File: config.mk
export PLATFORM = sky130hd
export DESIGN_NAME = tlb_op_seq_flat
export DESIGN_NICKNAME = d
export VERILOG_FILES = /design/src/rtl/tlb_pkg.sv /design/src/rtl/tlb_op_seq_if.sv /design/src/rtl/tlb_random_ctr.sv /design/src/rtl/tlb_op_seq.sv /design/src/flat_wrapper.sv
export SDC_FILE = /design/constraint.sdc
export NUM_CORES = 1
export LEC_CHECK = 0
export ABC_AREA = 1
export CORE_AREA = 2 2 184 186
export DETAILED_ROUTE_END_ITERATION = 8
export DIE_AREA = 0 0 186 188
export MAX_ROUTING_LAYER = met4
export PLACE_DENSITY_LB_ADDON = 0.15
export SYNTH_ARGS = -nofsm -noshare
export SYNTH_HDL_FRONTEND = slang
export SYNTH_SLANG_ARGS = --single-unit
File: constraint.sdc
create_clock -name clk -period 1.6 [get_ports clk]
set_clock_uncertainty 0.15 [all_clocks]
set_input_delay 0.48 -clock clk [delete_from_list [all_inputs] [get_ports clk]]
set_output_delay 0.48 -clock clk [all_outputs]
set_load 0.005 [all_outputs]
File: src/rtl/tlb_pkg.sv
// Shared types for the TLB maintenance sequencer: TLB entry layout, op codes,
// FSM states and the CP0 EntryHi/EntryLo <-> entry conversion helpers.
package tlb_pkg;

  typedef enum logic [1:0] {
    TLBP  = 2'd0,
    TLBR  = 2'd1,
    TLBWI = 2'd2,
    TLBWR = 2'd3
  } tlb_op_t;

  typedef struct packed {
    logic [18:0] vpn2;
    logic [7:0]  asid;
    logic        g;
    logic [19:0] pfn0;
    logic [2:0]  c0;
    logic        d0;
    logic        v0;
    logic [19:0] pfn1;
    logic [2:0]  c1;
    logic        d1;
    logic        v1;
  } tlb_entry_t;

  typedef enum logic [2:0] {
    S_IDLE,
    S_SCAN,
    S_READ,
    S_WRITE,
    S_RESP
  } seq_state_t;

  localparam logic [31:0] TLB_PROBE_MISS = 32'h8000_0000;

  // An entry is global only when both EntryLo halves carry G.
  function automatic tlb_entry_t pack_entry(input logic [31:0] hi,
                                            input logic [31:0] lo0,
                                            input logic [31:0] lo1);
    tlb_entry_t e;
    e.vpn2 = hi[31:13];
    e.asid = hi[7:0];
    e.g    = lo0[0] & lo1[0];
    e.pfn0 = lo0[25:6];
    e.c0   = lo0[5:3];
    e.d0   = lo0[2];
    e.v0   = lo0[1];
    e.pfn1 = lo1[25:6];
    e.c1   = lo1[5:3];
    e.d1   = lo1[2];
    e.v1   = lo1[1];
    return e;
  endfunction

  function automatic logic [31:0] entrylo(input logic [19:0] pfn, input logic [2:0] c,
                                          input logic d, input logic v, input logic g);
    return {6'b0, pfn, c, d, v, g};
  endfunction

endpackage

File: src/rtl/tlb_op_seq_if.sv
// Request/response handshake between the CP0 pipeline (master) and the TLB
// op sequencer (slave).
interface tlb_op_seq_if;
  import tlb_pkg::*;

  logic        req_valid;
  logic        req_ready;
  tlb_op_t     req_op;
  logic        resp_valid;
  tlb_op_t     resp_op;
  logic [31:0] resp_index;
  logic [31:0] resp_entryhi;
  logic [31:0] resp_entrylo0;
  logic [31:0] resp_entrylo1;

  modport master (
    output req_valid, req_op,
    input  req_ready, resp_valid, resp_op, resp_index,
           resp_entryhi, resp_entrylo0, resp_entrylo1
  );

  modport slave (
    input  req_valid, req_op,
    output req_ready, resp_valid, resp_op, resp_index,
           resp_entryhi, resp_entrylo0, resp_entrylo1
  );
endinterface

File: src/rtl/tlb_random_ctr.sv
// CP0 Random register: counts down from TLB_ENTRIES-1 to Wired and wraps.
// Only instantiated when TLB_RANDOM_EN is defined.
module tlb_random_ctr #(
  parameter int TLB_ENTRIES = 16,
  parameter int IDX_W       = $clog2(TLB_ENTRIES)
) (
  input  logic             clk,
  input  logic             resetn,
  input  logic [IDX_W-1:0] wired,
  output logic [IDX_W-1:0] random
);
  localparam logic [IDX_W-1:0] IDX_MAX = IDX_W'(TLB_ENTRIES - 1);

  logic [IDX_W-1:0] wired_q;
  logic             primed_q;
  logic             wired_wr;

  // A Wired write is seen as a change of its value; the first cycle after
  // reset has no valid history, so it cannot count as a write.
  assign wired_wr = primed_q && (wired != wired_q);

  always_ff @(posedge clk or negedge resetn) begin
    if (!resetn) begin
      random   <= IDX_MAX;
      wired_q  <= '0;
      primed_q <= 1'b0;
    end else begin
      wired_q  <= wired;
      primed_q <= 1'b1;
      if (wired_wr || wired >= IDX_MAX || random <= wired)
        random <= IDX_MAX;
      else
        random <= random - 1'b1;
    end
  end
endmodule

File: src/rtl/tlb_op_seq.sv
// TLB maintenance sequencer executing TLBP/TLBR/TLBWI/TLBWR on an external TLB.
// Define TLB_RANDOM_EN to build the CP0 Random counter used by TLBWR.
module tlb_op_seq
  import tlb_pkg::*;
#(
  parameter int TLB_ENTRIES = 16,
  parameter int IDX_W       = $clog2(TLB_ENTRIES)
) (
  input  logic             clk,
  input  logic             resetn,
  tlb_op_seq_if.slave      bus,
  input  logic             flush,
  input  logic [31:0]      entryhi,
  input  logic [31:0]      entrylo0,
  input  logic [31:0]      entrylo1,
  input  logic [31:0]      index,
  input  logic [IDX_W-1:0] wired,
  output logic [IDX_W-1:0] tlb_rd_idx,
  input  tlb_entry_t       tlb_rd_entry,
  output logic             tlb_we,
  output logic [IDX_W-1:0] tlb_wr_idx,
  output tlb_entry_t       tlb_wr_entry,
  output logic             busy,
  output logic [31:0]      random
);
  localparam logic [IDX_W-1:0] IDX_MAX = IDX_W'(TLB_ENTRIES - 1);

  seq_state_t       state_q, state_d;
  tlb_op_t          op_q;
  tlb_entry_t       entry_q;
  logic [IDX_W-1:0] idx_q, scan_q, rand_idx, acc_idx;
  logic             accept, hit, scan_last;
  logic             unused_bits;

`ifdef TLB_RANDOM_EN
  tlb_random_ctr #(.TLB_ENTRIES(TLB_ENTRIES), .IDX_W(IDX_W)) u_random (
    .clk    (clk),
    .resetn (resetn),
    .wired  (wired),
    .random (rand_idx)
  );
  assign acc_idx = (bus.req_op == TLBWR) ? rand_idx : index[IDX_W-1:0];
`else
  logic unused_wired;
  assign rand_idx     = IDX_MAX;
  assign acc_idx      = index[IDX_W-1:0];
  assign unused_wired = ^wired;
`endif

  // Only the low index bits address the TLB, so no access can go out of range.
  assign unused_bits = ^{entryhi[12:8], entrylo0[31:26], entrylo1[31:26], index[31:IDX_W]};

  assign accept    = bus.req_valid && bus.req_ready && !flush;
  assign hit       = (tlb_rd_entry.vpn2 == entry_q.vpn2) &&
                     (tlb_rd_entry.g || (tlb_rd_entry.asid == entry_q.asid));
  assign scan_last = (scan_q == IDX_MAX);

  assign bus.req_ready  = (state_q == S_IDLE);
  assign bus.resp_valid = (state_q == S_RESP);
  assign busy           = (state_q != S_IDLE);
  assign tlb_we         = (state_q == S_WRITE);
  assign tlb_wr_idx     = idx_q;
  assign tlb_wr_entry   = entry_q;
  assign tlb_rd_idx     = (state_q == S_SCAN) ? scan_q : idx_q;
  assign random         = 32'(rand_idx);

  // NOTE: sequential state uses non-blocking assignments so every register
  // samples pre-edge values, independent of process evaluation order.
  always_ff @(posedge clk or negedge resetn) begin
    if (!resetn) state_q <= S_IDLE;
    else         state_q <= state_d;
  end

  // NOTE: state_d gets a default before the case so no path infers a latch.
  always_comb begin
    state_d = state_q;
    case (state_q)
      S_IDLE: begin
        if (accept) begin
          case (bus.req_op)
            TLBP:    state_d = S_SCAN;
            TLBR:    state_d = S_READ;
            default: state_d = S_WRITE;
          endcase
        end
      end
      S_SCAN:  if (flush) state_d = S_IDLE;
               else if (hit || scan_last) state_d = S_RESP;
      S_READ:  state_d = flush ? S_IDLE : S_RESP;
      S_WRITE: state_d = S_RESP;
      S_RESP:  state_d = S_IDLE;
      default: state_d = S_IDLE;
    endcase
  end

  // NOTE: these are plain registers, not a memory array, so all are reset;
  // the response fields must read zero after reset.
  always_ff @(posedge clk or negedge resetn) begin
    if (!resetn) begin
      op_q              <= TLBP;
      entry_q           <= '0;
      idx_q             <= '0;
      scan_q            <= '0;
      bus.resp_op       <= TLBP;
      bus.resp_index    <= '0;
      bus.resp_entryhi  <= '0;
      bus.resp_entrylo0 <= '0;
      bus.resp_entrylo1 <= '0;
    end else begin
      if (accept) begin
        op_q    <= bus.req_op;
        entry_q <= pack_entry(entryhi, entrylo0, entrylo1);
        idx_q   <= acc_idx;
        scan_q  <= '0;
      end
      if (state_q == S_SCAN && !flush) begin
        scan_q <= scan_q + 1'b1;
        if (hit)            bus.resp_index <= 32'(scan_q);
        else if (scan_last) bus.resp_index <= TLB_PROBE_MISS;
      end
      if (state_q == S_READ && !flush) begin
        bus.resp_entryhi  <= {tlb_rd_entry.vpn2, 5'b0, tlb_rd_entry.asid};
        bus.resp_entrylo0 <= entrylo(tlb_rd_entry.pfn0, tlb_rd_entry.c0, tlb_rd_entry.d0,
                                     tlb_rd_entry.v0, tlb_rd_entry.g);
        bus.resp_entrylo1 <= entrylo(tlb_rd_entry.pfn1, tlb_rd_entry.c1, tlb_rd_entry.d1,
                                     tlb_rd_entry.v1, tlb_rd_entry.g);
      end
      if (state_d == S_RESP && state_q != S_RESP) bus.resp_op <= op_q;
    end
  end
endmodule

File: src/flat_wrapper.sv
// flat-port wrapper written by rule: the top's interface ports become plain ports
module tlb_op_seq_flat import tlb_pkg::*;
#(
  parameter int TLB_ENTRIES = 16,
  parameter int IDX_W       = $clog2(TLB_ENTRIES)
)
  (clk, resetn, flush, entryhi, entrylo0, entrylo1, index, wired, tlb_rd_idx, tlb_rd_entry, tlb_we, tlb_wr_idx, tlb_wr_entry, busy, random, bus_req_valid, bus_req_op, bus_req_ready, bus_resp_valid, bus_resp_op, bus_resp_index, bus_resp_entryhi, bus_resp_entrylo0, bus_resp_entrylo1);
  tlb_op_seq_if bus_i ();
  input  logic clk;
  input  logic resetn;
  input  logic flush;
  input  logic [31:0] entryhi;
  input  logic [31:0] entrylo0;
  input  logic [31:0] entrylo1;
  input  logic [31:0] index;
  input  logic [IDX_W-1:0] wired;
  output logic [IDX_W-1:0] tlb_rd_idx;
  input  tlb_entry_t tlb_rd_entry;
  output logic tlb_we;
  output logic [IDX_W-1:0] tlb_wr_idx;
  output tlb_entry_t tlb_wr_entry;
  output logic busy;
  output logic [31:0] random;
  input wire logic [$bits(bus_i.req_valid)-1:0] bus_req_valid;
  input wire logic [$bits(bus_i.req_op)-1:0] bus_req_op;
  output wire logic [$bits(bus_i.req_ready)-1:0] bus_req_ready;
  output wire logic [$bits(bus_i.resp_valid)-1:0] bus_resp_valid;
  output wire logic [$bits(bus_i.resp_op)-1:0] bus_resp_op;
  output wire logic [$bits(bus_i.resp_index)-1:0] bus_resp_index;
  output wire logic [$bits(bus_i.resp_entryhi)-1:0] bus_resp_entryhi;
  output wire logic [$bits(bus_i.resp_entrylo0)-1:0] bus_resp_entrylo0;
  output wire logic [$bits(bus_i.resp_entrylo1)-1:0] bus_resp_entrylo1;
  assign bus_i.req_valid = bus_req_valid;
  assign bus_i.req_op = bus_req_op;
  assign bus_req_ready = bus_i.req_ready;
  assign bus_resp_valid = bus_i.resp_valid;
  assign bus_resp_op = bus_i.resp_op;
  assign bus_resp_index = bus_i.resp_index;
  assign bus_resp_entryhi = bus_i.resp_entryhi;
  assign bus_resp_entrylo0 = bus_i.resp_entrylo0;
  assign bus_resp_entrylo1 = bus_i.resp_entrylo1;
  tlb_op_seq #(.TLB_ENTRIES(TLB_ENTRIES), .IDX_W(IDX_W)) u_core (.clk(clk), .resetn(resetn), .bus(bus_i), .flush(flush), .entryhi(entryhi), .entrylo0(entrylo0), .entrylo1(entrylo1), .index(index), .wired(wired), .tlb_rd_idx(tlb_rd_idx), .tlb_rd_entry(tlb_rd_entry), .tlb_we(tlb_we), .tlb_wr_idx(tlb_wr_idx), .tlb_wr_entry(tlb_wr_entry), .busy(busy), .random(random));
endmodule
### Word-level counts from Yosys, hierarchy flattened

Cells that the tools add are included.

| storage, ports and cells | value |
|---|---|
| bits in registers | 204 |
| input bits | 216 |
| output and inout bits | 252 |
| word-level logic and storage cells | 58 |

| cells by class | value |
|---|---|
| add/sub/neg operators | 1 |
| equality and inequality tests | 10 |
| multiplexer cells | 11 |
| bitwise logic cells | 1 |
| reductions and logical operators | 15 |

Operators with widths:

| operator | count |
|---|---|
| two-way mux 32 bit | 2 |
| == test 19 bit | 1 |
| two-way mux 3 bit | 4 |
| two-way mux 4 bit | 3 |
| case mux 3 bit (4 select lines) | 1 |
| == test 8 bit | 1 |
| == test 3 x 2 -> 1 bit (second input constant) | 2 |
| == test 3 bit (second input constant) | 2 |
| logical AND 1 bit | 6 |
| adder 4 x 1 -> 4 bit (second input constant) | 1 |
| == test 4 bit (second input constant) | 1 |
| case mux 2 bit (2 select lines) | 1 |
| nonzero test 2 bit | 2 |
| == test 3 x 1 -> 1 bit (second input constant) | 1 |
| zero test 3 bit | 1 |
| inequality test 3 bit (second input constant) | 1 |
| nonzero test 3 bit | 1 |
| == test 2 x 1 -> 1 bit (second input constant) | 1 |
| zero test 2 bit | 1 |
| logical OR 1 bit | 2 |
| AND reduction 2 bit | 1 |
| bitwise AND 1 bit | 1 |
| zero test 1 bit | 1 |

### Longest topological paths before layout

Gate-level depths: netlist (run 1).

| logic depth | value |
|---|---|
| word-level depth | 9 |
| gate-level depth with buffers | 13 |
| depth with buffers taken out | 13 |

### Worst setup path before layout (run 1)

OpenSTA, ideal clock, no wires.

| timing path | value |
|---|---|
| path type | input to register |
| start point | in tlb_rd_entry[69] (netlist bit) |
| end point | reg u_core.bus.resp_op[0] |
| setup time | 0.065 ns |
| data arrival time | 1.316 ns |
| required time | 1.385 ns |
| path slack | 0.069 ns |
| stages on the path | 13 |
| path buffers | 0 |
| path through | inv_1 > nand2_1 > nand2_1 > nand2_1 > nor2_1 > nand3_1 > nor2_2 > nand2_1 > nand2_1 > nand2_2 > nand2_1 > nand2_1 > nand2_1 |

| on the way | value |
|---|---|
| word-level cells in the longest chain between the ends | 8 |

RTL lines:

| item | line | RTL |
|---|---|---|
| start: declaration | flat_wrapper.sv:18 | `input tlb_entry_t tlb_rd_entry;` |
| == test 19 bit | tlb_op_seq.sv:54 | `assign hit = (tlb_rd_entry.vpn2 == entry_q.vpn2) &&` |
| logical AND 1 bit | tlb_op_seq.sv:54 |  |
| logical OR 1 bit | tlb_op_seq.sv:88 | `else if (hit \|\| scan_last) state_d = S_RESP;` |
| two-way mux 3 bit | tlb_op_seq.sv:88 |  |
| two-way mux 3 bit | tlb_op_seq.sv:87 | `S_SCAN: if (flush) state_d = S_IDLE;` |
| case mux 3 bit (4 select lines) | tlb_op_seq.sv:77 | `case (state_q)` |
| via u_core.state_d[2] | tlb_op_seq.sv:28 | `seq_state_t state_q, state_d;` |
| == test 3 bit | tlb_op_seq.sv:128 | `if (state_d == S_RESP && state_q != S_RESP) bus.resp_op <= op_q;` |
| logical AND 1 bit | tlb_op_seq.sv:128 |  |
| end signal: assignment | tlb_op_seq.sv:128 |  |
| end: declaration | tlb_op_seq_if.sv:24 | `output req_ready, resp_valid, resp_op, resp_index,` |

The timed path passes the listed nets, and every way through them passes these cells.
A chain may end at the register's enable or synchronous reset.

### Final worst setup path (run 1)

| timing path | value |
|---|---|
| start point | reg u_core.state_q[2] |
| end point | out tlb_we |

| on the way | value |
|---|---|
| word-level cells in the longest chain between the ends | 1 |

RTL lines:

| item | line | RTL |
|---|---|---|
| start: declaration | tlb_op_seq.sv:28 |  |
| start signal: assignment | tlb_op_seq.sv:71 | `else state_q <= state_d;` |
| == test 3 x 2 -> 1 bit | tlb_op_seq.sv:61 | `assign tlb_we = (state_q == S_WRITE);` |
| end: declaration | flat_wrapper.sv:19 | `output logic tlb_we;` |

Every way passes these cells.

==> results.sh, run 1 <==
export IMPL_end_kind="primary output"
export IMPL_min_period_ps=2150
export IMPL_worstPathCellList="buf_4 > buf_6 > buf_6 > nor3_4 > buf_2"
export IMPL_drt_wl_total_mm=27.6
export IMPL_crit_top_cell="buf_6"
export IMPL_cp_arrival_ps=1520
export IMPL_grt_overflow_total=0
export IMPL_r2r_end="u_core.tlb_wr_entry[74]"
export IMPL_violations="negative setup slack"
export IMPL_drc=0
export IMPL_cp_top_family="buffers and inverters"
export IMPL_worstPathRequired_ps=970
export IMPL_setup_violations=222
export IMPL_grt_start_max_net_pins=43
export IMPL_clk_pin_slew_ps=70
export IMPL_final_common_cell="nand2_1"
export IMPL_cap_violations=0
export IMPL_synth_enable_flop_cells=0
export IMPL_holdWs_ps=323
export IMPL_fin_ws_ps=-552
export IMPL_vias_per_cell=3.87
export IMPL_layout_common_cells="nand2_1, dfrtp_1, clkdlybuf4s50_1"
export IMPL_grt_usage_pct=15.4
export IMPL_hold_viol_final=0
export IMPL_max_vdd_ir_drop_uv=677
export IMPL_fill_cells=3313
export IMPL_synth_flop_cell="dfrtp_1"
export IMPL_synth_seq_cells=176
export IMPL_cts_sinks=176
export IMPL_grt_pass1_wl_mm=39.1
export IMPL_switchingPower_w=0.00500
export IMPL_nets=1522
export IMPL_h_tree_depth=4
export IMPL_seq_area_sq_um=4410
export IMPL_status="finished with violations"
export IMPL_worstSetupStartpoint="u_core.state_q[2]"
export IMPL_cts_tree="built"
export IMPL_critPathSlowestCell="dfrtp_1"
export IMPL_clock_root_buffer="clkbuf_16"
export IMPL_p_comb_share_pct=35.8
export IMPL_fp_dieW_microns=186
export IMPL_seq_power_share_pct=37.7
export IMPL_grt_pass1_vias=6932
export IMPL_synth_area_sq_um=7680
export IMPL_post_route_period_util_pct=135
export IMPL_io_pins=468
export IMPL_clock_fmax_mhz=465
export IMPL_p_leak_nw=6.98
export IMPL_syn_avg_cell_area_sq_um=9.84
export IMPL_reg2reg_slack_ps=-500
export IMPL_cts_buffers=17
export IMPL_critPathMaxFanout=3
export IMPL_first_iter_violations=174
export IMPL_hp_class="register to register"
export IMPL_grt_antenna_before_repair=3
export IMPL_crit_cells=5
export IMPL_cp_start_kind="register"
export IMPL_internal_power_w=0.0123
export IMPL_gp_congestion=0.754
export IMPL_wl_per_cell_microns=15.6
export IMPL_rsz0062_at_grt="true"
export IMPL_dieArea_sq_um=35000
export IMPL_final_cells=1768
export IMPL_hpwlAfterDp_mm=19.6
export IMPL_reg2reg_depth=13
export IMPL_power_frac_clock_pct=26.4
export IMPL_first_pass_iters=4
export IMPL_synth_cells=781
export IMPL_critical_path_buf_inv_count=4
export IMPL_placed_cells=1646
export IMPL_power_density_nw_per_um2=1260
export IMPL_vias=6840
export IMPL_cts_buffer_depth=2
export IMPL_synth_cell_types=26
export IMPL_ant_nets=0
export IMPL_reg2reg_from="u_core.state_q[2]"
export IMPL_layout_drive_gt1_share_pct=39.6
export IMPL_critPathKind="register to primary output"
export IMPL_synth_yosys_seq_area_share_pct=57.3
export IMPL_num_rows=67
export IMPL_synthArstFlopShare_pct=100
export IMPL_slowest_delay_ps=420
export IMPL_p_sw_share_pct=28.8
export IMPL_clk_latency_ps=430
export IMPL_core_area_sq_um=33100
export IMPL_port_buffers=342
export IMPL_syn_to_final_growth_pct=78.5
export IMPL_multi_input_area_sq_um=2960
export IMPL_start_util_pct=23.2
export IMPL_ys_warnings_count=0
export IMPL_finalMaxSlewViolations=0
export IMPL_die_h_microns=188
export IMPL_crit_end="tlb_we"
metal layers:
layer,GRT usage [%],part of all wire (%),vias up
met4,5.51,2.0,0
met2,25.8,50,275
met1,17.0,40,3187
li1,-,-,3351
met5,-,0,-
met3,5.28,8.2,27
worst register-to-register path, delay by kind of cell, from the launching register on:
kind	cells	cell delay, ps
buffers and inverters	10	1130
flip-flops	1	420
AND/OR/NAND/NOR	2	200
AO/OA/AOI/OAI	1	80
synthesized netlist by cell type (all sizes together) (2+ instances only):
library cell / number / area, sq um
nand2: 306 / 1150
dfrtp: 176 / 4400
buf: 97 / 691
mux2: 65 / 732
o21ai: 42 / 210
inv: 41 / 154
xnor2: 14 / 123
nor2: 12 / 57.6
nand3: 9 / 55.1
clkbuf: 7 / 26.3
nor3: 3 / 15.0
conb: 2 / 7.51
repair_timing:
item / CTS / global route
pin swaps: 20 / 6
gates resized for setup: 864 / 64
setup buffers: 67 / 7
hold buffers: 1 / 0
endpoints found under the hold margin: 14 / 0
gates cloned: 3 / 16
endpoints found under the setup margin: 351 / 348
through the flow:
| stage | setup slack (ps) | utilization [%] | power, W | area [sq um] | TNS [ps] |
|---|---|---|---|---|---|
| 6_report | -552 | 41.4 | 0.0173 | 13700 | -74610 |
| 5_1_grt | -648 | 41.4 | 0.0185 | 13700 | -96450 |
| 4_1_cts | -560 | 39.5 | 0.0174 | 13100 | -60420 |
| 3_5_place_dp | -795 | 36.8 | 0.0128 | 12200 | -95870 |
| 3_3_place_gp | -766 | 36.8 | 0.0128 | 12200 | -96080 |
| 2_1_floorplan | 68.9 | - | 0.00841 | 7960 | 0 |
how the worst min path moves through the flow:
stage / endpoint / start / slack [ps] / depth (start not counted)
2_1_floorplan: u_core.bus.resp_entryhi[0] / resetn / 30 / 0
3_3_place_gp: u_core.tlb_wr_entry[55] / resetn / 230 / 1
3_5_place_dp: u_core.bus.resp_entryhi[4] / resetn / 230 / 1
4_1_cts: u_core.bus.resp_entryhi[26] / tlb_rd_entry[72] / 300 / 3
5_1_grt: u_core.tlb_wr_entry[40] / resetn / 320 / 2
6_report: u_core.tlb_wr_entry[0] / u_core.tlb_wr_entry[0] / 320 / 2
registers in the layout, summed over array words and instances, names as in the netlist:
name / count
u_core.bus.resp_index: 5
u_core.bus.resp_entryhi: 27
u_core.bus.resp_op: 2
u_core.bus.resp_entrylo1: 25
u_core.state_q: 3
u_core.scan_q: 4
u_core.tlb_wr_idx: 4
u_core.tlb_wr_entry: 78
u_core.bus.resp_entrylo0: 26
u_core.op_q: 2
power by group through the flow:
stage	Combinational [W]	Sequential, W	Clock [W]
final	0.00621	0.00655	0.00458
after global routing	0.00685	0.00673	0.00493
after CTS	0.00603	0.00655	0.00479
after detailed placement	0.00612	0.00669	0
after global placement	0.00612	0.00666	0
after floorplan	0.00171	0.00670	0
cells by family after synthesis:
| kind of cell | Yosys count | share of synthesized area [%] |
|---|---|---|
| AOI/OAI and AO/OA | 46 | 3.11 |
| xor gates and xnor gates | 15 | 1.71 |
| adders and majority gates | 1 | 0.163 |
| buffers and inverters | 145 | 11.3 |
| DFF | 176 | 57.3 |
| muxes | 65 | 9.53 |
| other | 2 | 0.0978 |
| and+or+nand+nor | 331 | 16.7 |
area by class of cell:
class                   count  area share [%]
multi-input cells         534            21.6
well taps                 448            4.09
repair inverters            1          0.0547
clock buffers              22            3.53
clock inverters             9            1.13
flip-flops and latches    176            32.1
diodes                      3          0.0547
inverters                  41            1.20
repair buffers            534            36.2
(Power assumes the default switching activity.)
==> inputs of run 2 (changes only) <==
--- a/config.mk
+++ b/config.mk
@@ -6,9 +6,10 @@
 export NUM_CORES = 1
 export LEC_CHECK = 0
 export ABC_AREA = 1
-export CORE_AREA = 2 2 184 186
+export CAP_MARGIN = 5
+export CORE_AREA = 3 3 179 181
 export DETAILED_ROUTE_END_ITERATION = 8
-export DIE_AREA = 0 0 186 188
+export DIE_AREA = 0 0 182 184
 export MAX_ROUTING_LAYER = met4
 export PLACE_DENSITY_LB_ADDON = 0.15
 export SYNTH_ARGS = -nofsm -noshare
==> run 2 against run 1 <==
The flow still finishes with violations (negative setup slack); register-to-register slack gained 40 ps; via count is 0.41% lower; setup slack worse by 14 ps; critical path type unchanged.
==> results.sh, run 2 (same netlist as run 1, synthesis figures left out) <==
export IMPL_status="finished with violations"
export IMPL_violations="negative setup slack"
export IMPL_post_route_period_util_pct=135
export IMPL_final_cells=1721
export IMPL_placed_cells=1584
export IMPL_gp_congestion=0.762
export IMPL_layout_drive_gt1_share_pct=39.8
export IMPL_vias=6812
export IMPL_fp_dieW_microns=182
export IMPL_drt_wl_total_mm=27.4
export IMPL_grt_pass1_vias=7100
export IMPL_fill_cells=2988
export IMPL_hp_class="input pin to register"
export IMPL_highest_layer="met4"
export IMPL_reg2reg_from="u_core.state_q[0]"
export IMPL_hold_path_depth=2
export IMPL_vias_per_cell=3.96
export IMPL_seq_area_sq_um=4410
export IMPL_cts_tree="built"
export IMPL_clk_latency_ps=430
export IMPL_dieArea_sq_um=33500
export IMPL_multi_input_area_sq_um=2970
export IMPL_ant_nets=0
export IMPL_clock_root_buffer="clkbuf_16"
export IMPL_dr_wl_met3_mm=1.92
export IMPL_layout_common_cells="nand2_1, dfrtp_1, clkdlybuf4s50_1"
export IMPL_worstHoldStart="tlb_rd_entry[52]"
export IMPL_cap_violations=0
export IMPL_power_density_nw_per_um2=1250
export IMPL_finalMaxSlewViolations=0
export IMPL_die_h_microns=184
export IMPL_nets=1528
export IMPL_syn_to_final_growth_pct=78.6
export IMPL_setup_violations=186
export IMPL_grt_antenna_before_repair=1
export IMPL_max_vdd_ir_drop_uv=582
export IMPL_largest_reg_flops=78
export IMPL_hold_end="u_core.bus.resp_entryhi[1]"
export IMPL_rsz0062_at_grt="true"
export IMPL_drt_met1_wl_mm=11.5
export IMPL_reg2reg_depth=11
export IMPL_port_buffers=342
export IMPL_grt_usage_pct=16.2
export IMPL_final_util_pct=44.9
export IMPL_worstPathRequired_ps=970
export IMPL_core_area_sq_um=30600
export IMPL_drc=0
export IMPL_min_period_ps=2170
export IMPL_cp_arrival_ps=1540
export IMPL_p_leak_nw=7.05
export IMPL_hpwlAfterDp_mm=19.2
export IMPL_cts_buffer_depth=2
export IMPL_wl_per_cell_microns=15.9
export IMPL_fin_ws_ps=-566
export IMPL_grt_start_max_net_pins=37
export IMPL_reg2reg_slack_ps=-460
export IMPL_io_pins=468
export IMPL_h_tree_depth=4
export IMPL_grt_pass1_wl_mm=40.7
export IMPL_cts_sinks=176
export IMPL_critPathKind="register to primary output"
export IMPL_end_kind="primary output"
export IMPL_grt_overflow_total=0
export IMPL_hold_viol_final=0
export IMPL_r2r_end="u_core.tlb_wr_entry[56]"
export IMPL_clock_fmax_mhz=462
export IMPL_cp_start_kind="register"
export IMPL_final_common_cell="nand2_1"
export IMPL_met2_length_mm=13.7
export IMPL_critPathMaxFanout=3
export IMPL_start_util_pct=25.1
export IMPL_first_pass_iters=4
export IMPL_num_rows=64
export IMPL_cts_buffers=17
export IMPL_first_iter_violations=248
export IMPL_p_total_w=0.0172
export IMPL_holdWs_ps=242
export IMPL_clk_pin_slew_ps=70
run 2: changes by cell type in the layout (fill, tap and decap cells not counted), sizes merged, moves of 2 or more:
cell / before / now
bufbuf: 1 / 4
clkbuf: 37 / 26
bufinv: 4 / 2
dlymetal6s2s: 0 / 5
clkdlybuf4s15: 0 / 4
buf: 352 / 359
clkdlybuf4s50: 163 / 150
dlygate4sd2: 2 / 10
inv: 41 / 47
run 2: area by class of cell:
type,instances,area share [%]
diodes,2,0.0365
inverters,41,1.27
repair buffers,540,37.0
repair inverters,1,0.0638
well taps,396,3.61
flip-flops and latches,176,32.1
clock inverters,12,1.09
clock buffers,19,3.15
multi-input cells,534,21.7
run 2: critical path, cell delays in order (launching register included):
cell             delay [ps]
dfrtp_1                 410
buf_4                   140
buf_4                   140
nor2_1                   80
nand2_1                  90
inv_2                    60
clkdlybuf4s15_2         190
run 2: how the worst max path moves through the flow:
stage | from | end | slack (ps) | cells past startpoint
floorplan | tlb_rd_entry[69] | u_core.bus.resp_op[0] | 70 | 13
global placement | tlb_rd_entry[58] | u_core.bus.resp_op[0] | -900 | 12
detailed placement | tlb_rd_entry[58] | u_core.bus.resp_op[1] | -920 | 12
CTS | u_core.state_q[1] | tlb_rd_idx[3] | -560 | 4
global route | u_core.state_q[0] | bus_req_ready | -640 | 6
finish | u_core.state_q[0] | bus_req_ready | -570 | 6
run 2: power by group:
part	switching, W	internal (W)
clock	0.00196	0.00235
sequential	0.000713	0.00580
combinational	0.00252	0.00385
total	0.00520	0.0120
run 2: what timing repair did:
action	4_1_cts	5_1_grt
gates cloned	10	5
pin swaps	18	31
hold buffers	1	0
hold endpoints to repair	23	0
buffers inserted	68	24
resized for setup	831	94
endpoints found under the setup margin	347	329
run 2: routing by layer:
layer  global-route usage (%)  up-vias
li1                         -     3357
met1                     19.3     3187
met2                     27.6      253
met3                     4.49       15
met4                     3.63        0
met5                        -        -
run 2: per-stage QoR:
stage          setup slack, ps  setup TNS [ps]  instance area (sq um)
4_1_cts                   -562          -36220                  13100
3_3_place_gp              -901          -94860                  12100
2_1_floorplan             68.9               0                   7960
6_report                  -566          -46180                  13700
3_5_place_dp              -923          -94640                  12100
5_1_grt                   -641          -63580                  13700
